--- config.mk ---
export PLATFORM = sky130hd
export DESIGN_NAME = upcounter
export DESIGN_NICKNAME = d
export VERILOG_FILES = /design/src/rtl/counter_pkg.sv /design/src/rtl/upcounter.sv
export SDC_FILE = /design/constraint.sdc
export NUM_CORES = 1
export LEC_CHECK = 0
export ABC_CLOCK_PERIOD_IN_PS = 1700
export CORE_AREA = 2 2 39 41
export CTS_CLUSTER_SIZE = 16
export DETAILED_ROUTE_END_ITERATION = 16
export DIE_AREA = 0 0 41 43
export PLACE_DENSITY_LB_ADDON = 0.08
export SETUP_SLACK_MARGIN = 0.15
export SLEW_MARGIN = 20
export SYNTH_ARGS = -nofsm -noshare
export SYNTH_HDL_FRONTEND = slang
export SYNTH_SLANG_ARGS = --single-unit
--- constraint.sdc ---
create_clock -name clk -period 1.7 [get_ports clk]
set_clock_uncertainty 0.1 [all_clocks]
set_input_delay 0.255 -clock clk [delete_from_list [all_inputs] [get_ports clk]]
set_output_delay 0.255 -clock clk [all_outputs]
set_load 0.005 [all_outputs]
--- src/rtl/counter_pkg.sv ---
// Shared constants for the up/down counter family: mode encoding and default width.
package counter_pkg;

  localparam logic CNT_WRAP      = 1'b0;
  localparam logic CNT_SAT       = 1'b1;
  localparam int   CNT_WIDTH_DEF = 3;

endpackage

--- src/rtl/upcounter.sv ---
// Up-counter with clear/load/enable priority, programmable terminal value,
// wrap-or-saturate selection, terminal-count flag, wrap pulse and sticky overflow.
module upcounter
  import counter_pkg::*;
#(
  parameter int WIDTH = CNT_WIDTH_DEF
) (
  input  logic             clk,
  input  logic             rst,
  input  logic             en,
  input  logic             clr,
  input  logic             load,
  input  logic [WIDTH-1:0] load_val,
  input  logic [WIDTH-1:0] limit,
  input  logic             sat_mode,
  output logic [WIDTH-1:0] counter,
  output logic             tc,
  output logic             wrap,
  output logic             ovf
);

  logic [WIDTH-1:0] counter_r;
  logic             wrap_r;
  logic             ovf_r;
  logic             at_limit_s;

  // A count loaded above the limit is treated like one sitting at the limit.
  assign at_limit_s = (counter_r >= limit);

  // Count state, wrap pulse and sticky overflow; priority clr > load > en > hold.
  always_ff @(posedge clk or negedge rst) begin
    if (!rst) begin
      counter_r <= '0;
      wrap_r    <= 1'b0;
      ovf_r     <= 1'b0;
    end else if (clr) begin
      counter_r <= '0;
      wrap_r    <= 1'b0;
      ovf_r     <= 1'b0;
    end else if (load) begin
      counter_r <= load_val;
      wrap_r    <= 1'b0;
    end else if (en) begin
      if (!at_limit_s) begin
        counter_r <= counter_r + WIDTH'(1);
        wrap_r    <= 1'b0;
      end else if (sat_mode == CNT_SAT) begin
        counter_r <= limit;
        wrap_r    <= 1'b0;
        ovf_r     <= 1'b1;
      end else begin
        counter_r <= '0;
        wrap_r    <= 1'b1;
      end
    end else begin
      wrap_r <= 1'b0;
    end
  end

  assign counter = counter_r;
  assign wrap    = wrap_r;
  assign ovf     = ovf_r;
  assign tc      = at_limit_s;

endmodule

==> results_dict.tcl, run 1 <==
set metrics [dict create \
    nNetsFinal 88 \
    status "completed" \
    avgSynthCellArea_um2 9.82 \
    grt_pass1_wl_um 1680 \
    rows 14 \
    fin_cells 87 \
    hold_slack_ns 0.133 \
    worstSetupStartpointType "flip-flop" \
    yosysWarnings 0 \
    period_share 0.996 \
    die_h_um 43 \
    regArea_um2 126 \
    switchingPower_w 0.000149 \
    p_leak_nw 0.340 \
    drc 0 \
    coreArea_mm2 0.00138 \
    port_buffers 17 \
    fp.dieW_um 41 \
    die_area_mm2 0.00176 \
    power.density_mw_per_mm2 669 \
    post-route-util 0.541 \
    cp_slowest_stage_delay_ns 0.42 \
    vias 427 \
    first_pass_iters 5 \
    hold_violations 0 \
    crit_path_end_kind "flip-flop" \
    first_iter_violations 5 \
    fillCellCount 141 \
    synthesis.area_um2 393 \
    clk_latency_ns 0.25 \
    ctsHoldBuffers 0 \
    fmax_ghz 0.591 \
    post-route-cell-area_um2 748 \
    max_slew_margin 0.811 \
    ys_seq_area_frac 0.318 \
    cp_data_required_time_ns 1.75 \
    grt_antenna_before_repair 0 \
    cap_violations 0 \
    grt_overflow 0 \
    multiInputGateArea_um2 309 \
    switching_share 0.297 \
    clk_path_buf_depth 2 \
    worst_pin_slew_ns 0.282 \
    placed_area_um2 689 \
    combPwrFrac 0.442 \
    synth.distinct_cells 21 \
    clk_pin_slew_ns 0.05 \
    grt_max_degree 7 \
    wl_per_cell_um 12.4 \
    finalSetupViolCount 0 \
    cts_sinks 5 \
    num_io_pins 18 \
    ys_ff_latch 5 \
    vdd_ir_drop_max_mv 0.254 \
    power.total_w 0.000500 \
    cp.arrival_ns 1.75 \
    dp_cells 81 \
    p_seq_frac 0.270 \
    drive_above_1_share 0.408 \
    crit_family "flip-flops" \
    syn-num-nets 56 \
    viasPerCell 4.91 \
    postRouteAntennaNets 0 \
    drv_slew 0 \
    htreeDepth 1 \
    grt_usage 0.142 \
    cts_tree "built" \
    antenna_cells 0 \
    criticalPathCategory "flip-flop to flip-flop" \
    cts_buffers 3 \
    dp_hpwl_um 864 \
    path_cells "ha_4, nand2_4, o21ai_4, buf_6, mux2_4, a211oi_2" \
    fin_crit_ns 1.69 \
    place_congestion 0.728 \
    grt_pass1_vias 391 \
    path_max_fanout 3 \
    wl_um 1080 \
    start_util 0.284 \
    clock_power_share 0.287 \
    worstHoldPathType "input pin to async pin" \
    cts-root-buf "clkbuf_4" \
    rsz0062_at_grt "true" \
    area_delta_synth_final_pct 90.4 \
    cp.buffers_inverters 1 \
    syn-instance-count 40 \
    intPower_w 0.000352 \
    slowest_stage "dfrtp_2" \
]
-- layer usage --
metal | vias to the layer above | track usage | part of all wire
met2 | 21 | 0.216 | 0.46
met1 | 194 | 0.175 | 0.44
li1 | 208 | - | -
met3 | 4 | 0.0471 | 0.086
met4 | 0 | 0.0600 | 0.014
met5 | - | 0 | 0
-- cells in the mapped netlist --
cell type,number,area share
and3b_2,1,0.025
a21oi_1,3,0.038
a211oi_1,1,0.019
a211oi_2,1,0.032
nor2_1,1,0.0095
and2_1,1,0.016
a21oi_2,1,0.022
inv_1,5,0.048
nor2b_4,1,0.035
xnor2_1,1,0.022
o21ai_0,2,0.025
mux2_4,1,0.038
mux2i_1,2,0.051
o21ai_4,1,0.041
nand2_1,3,0.029
ha_1,4,0.13
nor3_1,2,0.025
o2bb2ai_1,1,0.022
dfrtp_1,5,0.32
or3_1,2,0.032
a41oi_1,1,0.022
-- per-stage QoR --
stage	worst slack, ns	TNS, ns
after global placement	-0.439	-2.18
after floorplan	0.0459	0
after detailed placement	-0.448	-2.16
after global routing	-0.0659	-0.162
after CTS	-0.0494	-0.0514
final	0.00666	0
-- power by group through the flow --
stage / Sequential (W) / Clock (W) / Combinational, W
2_1_floorplan: 0.000140 / 0 / 0.0000962
3_3_place_gp: 0.000136 / 0 / 0.000204
3_5_place_dp: 0.000136 / 0 / 0.000203
4_1_cts: 0.000136 / 0.000141 / 0.000220
5_1_grt: 0.000136 / 0.000152 / 0.000239
6_report: 0.000135 / 0.000144 / 0.000221
-- sequential cells by signal, summed over array words and instances, names as in the netlist --
signal / cells
counter: 3
ovf: 1
wrap: 1
-- layout make-up --
class | count | area share
tap | 16 | 0.0268
sequential | 5 | 0.169
inverter | 5 | 0.0251
timing repair buffer | 27 | 0.331
multi-input combinational | 30 | 0.413
clock buffer | 4 | 0.0351
-- worst register-to-register path, delay by kind of cell, from the launching register on --
kind,cells,cell delay [ns]
fa+ha+maj,1,0.30
mux,1,0.29
buf+inv,1,0.13
simple gates,1,0.05
compound gates,2,0.31
flops,1,0.42
-- cell usage in the layout, fill, tap and decap left out, types with 2 or more instances in the layout --
cell type         n
dlygate4sd2_1     6
mux2i_1           2
inv_1             2
buf_6             4
ha_4              3
clkdlybuf4s50_1  10
nor3_1            2
a21oi_1           3
inv_2             3
or3_1             2
clkbuf_4          3
buf_4             6
nand2_1           2
dfrtp_1           4
o21ai_0           2
-- final timing paths --
path | slack (ns) | from | endpoint | cells after the start
min | 0.13 | rst | ovf | 1
min reg2reg | 0.43 | ovf | ovf | 2
min in group clk | 0.43 | ovf | ovf | 2
max reg2reg | 0.007 | counter[2] | counter[2] | 6
max | 0.007 | counter[2] | counter[2] | 6
max in group asynchronous | 1.15 | rst | counter[2] | 1
-- cell families (layout without fill, tap and decap cells) --
family / after synthesis / in the layout / synth area share
AOI/OAI and AO/OA: 11 / 11 / 0.223
xor gates and xnor gates: 1 / 1 / 0.0223
adders and majority gates: 4 / 4 / 0.127
buffers and inverters: 5 / 36 / 0.0478
DFF: 5 / 5 / 0.318
muxes: 3 / 3 / 0.0892
and+or+nand+nor: 11 / 11 / 0.172
-- what timing repair did --
item,in CTS,in global routing
buffers inserted,2,0
gates resized for setup,18,1
setup endpoints to repair,9,6
cloned,0,0
pin swaps,6,3
No activity file was read; power rests on OpenSTA's default activity.
==> run 2, diff against run 1 <==
--- a/config.mk
+++ b/config.mk
@@ -6,10 +6,11 @@
 export NUM_CORES = 1
 export LEC_CHECK = 0
 export ABC_CLOCK_PERIOD_IN_PS = 1700
-export CORE_AREA = 2 2 39 41
+export CELL_PAD_IN_SITES_DETAIL_PLACEMENT = 0
+export CELL_PAD_IN_SITES_GLOBAL_PLACEMENT = 1
+export CORE_UTILIZATION = 25
 export CTS_CLUSTER_SIZE = 16
 export DETAILED_ROUTE_END_ITERATION = 16
-export DIE_AREA = 0 0 41 43
 export PLACE_DENSITY_LB_ADDON = 0.08
 export SETUP_SLACK_MARGIN = 0.15
 export SLEW_MARGIN = 20
==> run 2 against run 1 <==
Effect of this change:
- sequential power is essentially flat
- hold slack got worse by 0.0035 ns
- combinational power decreased by 9.5%
- worst setup slack better by 0.017 ns
- clock power hardly changed
- non-clock buffer count fell by 3
- first-iteration DRC count increased by 20%
- register-to-register slack improved by 0.02 ns
- global-route usage down 0.88 points
- sequential cell count unchanged
==> results_dict.tcl, run 2 (synthesis gave the netlist of run 1 again) <==
set metrics [dict create \
    period_share 0.986 \
    worstSetupStartpointType "flip-flop" \
    fin_ws_ns 0.0242 \
    postRouteAntennaNets 0 \
    vdd_ir_drop_max_mv 0.442 \
    clk_latency_ns 0.25 \
    antenna_cells 0 \
    pre_cts_ws_ns -0.433 \
    hold_violations 0 \
    cp.arrival_ns 1.74 \
    htreeDepth 1 \
    drv_slew 0 \
    worstHoldPathType "input pin to async pin" \
    fp.dieW_um 41.6 \
    grt_antenna_before_repair 0 \
    place_congestion 0.684 \
    first_iter_violations 6 \
    first_pass_iters 4 \
    clk_pin_slew_ns 0.05 \
    post-route-cell-area_um2 717 \
    crit_path_end_kind "flip-flop" \
    fmax_ghz 0.597 \
    final_cell_mix "clkdlybuf4s50_1, dlygate4sd2_1, buf_4" \
    port_buffers 17 \
    power.total_w 0.000478 \
    start_util 0.284 \
    fin_crit_ns 1.68 \
    power.density_mw_per_mm2 667 \
    status "completed" \
    vias 387 \
    worstRegToRegCells 6 \
    fillCellCount 128 \
    rsz0062_at_grt "true" \
    placed_area_um2 666 \
    num_io_pins 18 \
    finalSetupViolCount 0 \
    cts_buffers 3 \
    final_common_cell "clkdlybuf4s50_1" \
    drive_above_1_share 0.382 \
    grt_pass1_vias 395 \
    nNetsFinal 85 \
    area_delta_synth_final_pct 82.5 \
    cts_tree "built" \
    coreArea_mm2 0.00138 \
    grt_usage 0.133 \
    hold_slack_ns 0.129 \
    cts_sinks 5 \
    criticalPathCategory "flip-flop to flip-flop" \
    die_area_mm2 0.00173 \
    max_slew_margin 0.824 \
    setup_tns_ns 0 \
    grt_pass1_wl_um 1740 \
    wl_um 994 \
    r2r_end "counter[2]" \
    dp_hpwl_um 836 \
    ctsHoldBuffers 0 \
    path_max_fanout 3 \
    cts-root-buf "clkbuf_4" \
    rrSetupSlack_ns 0.02 \
    wl_per_cell_um 12.0 \
    viasPerCell 4.66 \
    cp_data_required_time_ns 1.76 \
    largest_register_ffs 3 \
    worst_pin_slew_ns 0.263 \
    drc 0 \
    clk_path_buf_depth 2 \
    die_h_um 41.6 \
    timing.rr.start "counter[2]" \
    grt_max_degree 9 \
    cap_violations 0 \
    rows 13 \
    grt_overflow 0 \
    p_leak_nw 0.323 \
]
[run 2: cell types whose count changed in the layout (fill, tap and decap cells not counted)]
| cell | change |
|---|---|
| buf_6 | -2 |
| buf_4 | -1 |
[run 2: power by group]
| group | leakage (nW) | internal [W] | switching (W) |
|---|---|---|---|
| clock | 0.0150 | 0.0000891 | 0.0000537 |
| sequential | 0.0656 | 0.000128 | 0.00000751 |
| combinational | 0.243 | 0.000120 | 0.0000807 |
[run 2: how the worst max path moves through the flow]
stage	cells after the start	start	slack, ns	to
after floorplan	5	counter[2]	0.05	counter[2]
after global placement	6	limit[2]	-0.43	tc
after detailed placement	6	limit[2]	-0.43	tc
after CTS	6	counter[2]	-0.03	counter[2]
after global routing	6	counter[1]	-0.03	counter[2]
final	6	counter[2]	0.02	counter[2]
[run 2: area by class of cell]
class                           count  area (um^2)  area share
Tap cell                           15         18.8      0.0262
Sequential cell                     5          126       0.176
Multi-Input combinational cell     30          309       0.431
Timing Repair Buffer               24          218       0.304
Inverter                            5         18.8      0.0262
Clock buffer                        4         26.3      0.0366
[run 2: metal layers]
layer / up-vias / wire length, um / GRT usage / share of wire
met5: - / 0 / 0 / 0
met4: 0 / 0 / 0.0581 / 0
met3: 0 / 61 / 0.0391 / 0.061
met2: 15 / 483 / 0.200 / 0.49
met1: 170 / 449 / 0.176 / 0.45
li1: 202 / - / - / -
[run 2: through the flow]
step                 util  std cells
finish              0.519         83
global route        0.519         83
global placement    0.481         77
detailed placement  0.481         77
floorplan               -         40
CTS                 0.519         83
[run 2: worst max-delay path: stages, from the launching register on]
cell and delay (ns):
dfrtp_2 0.42, ha_4 0.30, nand2_4 0.05, o21ai_4 0.13, buf_6 0.12, mux2_4 0.30, a211oi_2 0.17
[run 2: what timing repair did]
action,4_1_cts,5_1_grt
pin swaps,5,2
setup endpoints to repair,9,6
buffers inserted,2,0
resized for setup,17,0
==> run 3, diff against run 2 <==
--- a/config.mk
+++ b/config.mk
@@ -12,6 +12,7 @@
 export CTS_CLUSTER_SIZE = 16
 export DETAILED_ROUTE_END_ITERATION = 16
 export PLACE_DENSITY_LB_ADDON = 0.08
+export RECOVER_POWER = 25
 export SETUP_SLACK_MARGIN = 0.15
 export SLEW_MARGIN = 20
 export SYNTH_ARGS = -nofsm -noshare
==> run 3 against run 2 <==
Effect of this change:
- hold slack improved by 0.078 ns
- first-iteration DRC count up 17%
- sequential power hardly changed
- final cell count unchanged
- utilization did not move
- via count is 0.78% higher
- clock-buffer cell count unchanged
- critical path type unchanged
- critical endpoint unchanged
- largest cell class unchanged
==> results_dict.tcl, run 3 (synthesis gave the netlist of run 1 again) <==
set metrics [dict create \
    die_h_um 41.6 \
    num_io_pins 18 \
    die_area_mm2 0.00173 \
    grtUsageMet1 0.176 \
    first_iter_violations 7 \
    cts_sinks 5 \
    startpoint "counter[2]" \
    cap_violations 0 \
    drive_above_1_share 0.382 \
    path_max_fanout 3 \
    p_seq_frac 0.284 \
    drc 0 \
    grt_pass1_vias 395 \
    postRouteAntennaNets 0 \
    period_share 0.986 \
    hold_violations 0 \
    grt-busiest-layer "met2" \
    hold_slack_ns 0.207 \
    worst_pin_slew_ns 0.268 \
    start_util 0.284 \
    wl_per_cell_um 12.0 \
    fin_crit_ns 1.68 \
    cp_slowest_stage_delay_ns 0.42 \
    combPwrFrac 0.420 \
    coreArea_mm2 0.00138 \
    placed_area_um2 666 \
    area_delta_synth_final_pct 82.5 \
    r2r_end "counter[2]" \
    clk_path_buf_depth 2 \
    place_congestion 0.684 \
    rows 13 \
    fin_ws_ns 0.0239 \
    cts-root-buf "clkbuf_4" \
    dp_cells 77 \
    fp.dieW_um 41.6 \
    fin_cells 83 \
    final_common_cell "clkdlybuf4s50_1" \
    met3_usage 0.0391 \
    final_cell_mix "clkdlybuf4s50_1, dlygate4sd2_1, buf_4" \
    vias 390 \
    dp_hpwl_um 836 \
    htreeDepth 1 \
    crit_path_end_kind "flip-flop" \
    post-route-cell-area_um2 717 \
    grt_max_degree 9 \
    slowest_stage "dfrtp_2" \
    cts_tree "built" \
    intPower_w 0.000336 \
    vdd_ir_drop_max_mv 0.438 \
    endpoint "counter[2]" \
    power.density_mw_per_mm2 664 \
    max_slew_margin 0.820 \
    grt_overflow 0 \
    worstHoldPathType "input pin to async pin" \
    cp_data_required_time_ns 1.76 \
    nNetsFinal 85 \
    worstSetupStartpointType "flip-flop" \
    switching_share 0.295 \
    finalSetupViolCount 0 \
    status "completed" \
    rsz0062_at_grt "true" \
    criticalPathCategory "flip-flop to flip-flop" \
    clk_latency_ns 0.25 \
    drv_slew 0 \
    cts_buffers 3 \
    grt_antenna_before_repair 0 \
    clock_power_share 0.296 \
    cp.arrival_ns 1.73 \
    fillCellCount 128 \
    use_met2 0.200 \
    fmax_ghz 0.597 \
    antenna_cells 0 \
    pre_cts_ws_ns -0.433 \
    switchingPower_w 0.000140 \
    first_pass_iters 6 \
    setup_tns_ns 0 \
    path_cells "ha_4, nand2_4, o21ai_4, buf_6, mux2_4, a211oi_2" \
    p_leak_nw 0.324 \
    clk_pin_slew_ns 0.05 \
    port_buffers 17 \
    grt_pass1_wl_um 1740 \
    timing.rr.start "counter[2]" \
    worstRegToRegCells 6 \
    wl_um 1000 \
    largest_register_ffs 3 \
    ctsHoldBuffers 0 \
    rrSetupSlack_ns 0.02 \
    viasPerCell 4.70 \
    grt_usage 0.133 \
]
run 3: worst min path at each step:
stage                            end  slack (ns)  cells after the start  startpoint
final                     counter[1]        0.21                      1         rst
after global routing             ovf        0.21                      1         rst
after CTS                        ovf        0.13                      1         rst
after detailed placement        wrap        0.40                      1         rst
after global placement          wrap        0.39                      1         rst
after floorplan           counter[0]       -0.14                      0         rst
run 3: what timing repair did:
action	CTS	global route
gates cloned	0	0
endpoints found under the setup margin	9	6
buffers inserted	2	0
pin swaps	5	2
resized for setup	17	0
run 3: metal layers:
layer	wire (um)	part of all wire	up-vias
li1	-	-	201
met1	457	0.46	172
met2	494	0.49	17
met3	48	0.048	0
met4	0	0	0
met5	0	0	-
run 3: power groups by stage:
stage	Sequential, W	Clock [W]	Combinational, W
after CTS	0.000135	0.000147	0.000204
after detailed placement	0.000136	0	0.000194
after floorplan	0.000140	0	0.0000962
after global placement	0.000136	0	0.000190
after global routing	0.000136	0.000160	0.000219
final	0.000135	0.000141	0.000200
run 3: final cells by class:
class | instances | area, um^2 | share of cell area
Clock buffer | 4 | 26.3 | 0.0366
Sequential cell | 5 | 126 | 0.176
Multi-Input combinational cell | 30 | 309 | 0.431
Inverter | 5 | 18.8 | 0.0262
Timing Repair Buffer | 24 | 218 | 0.304
Tap cell | 15 | 18.8 | 0.0262
run 3: critical path, delay by kind of cell, from the launching register on:
family	cells	cell delay [ns]
fa+ha+maj	1	0.30
flops	1	0.42
compound gates	2	0.30
mux	1	0.30
buf+inv	1	0.12
simple gates	1	0.05
run 3: metrics by stage:
stage	util	total power, W
after floorplan	-	0.000236
final	0.519	0.000476
after detailed placement	0.481	0.000330
after global routing	0.519	0.000516
after global placement	0.481	0.000326
after CTS	0.519	0.000487
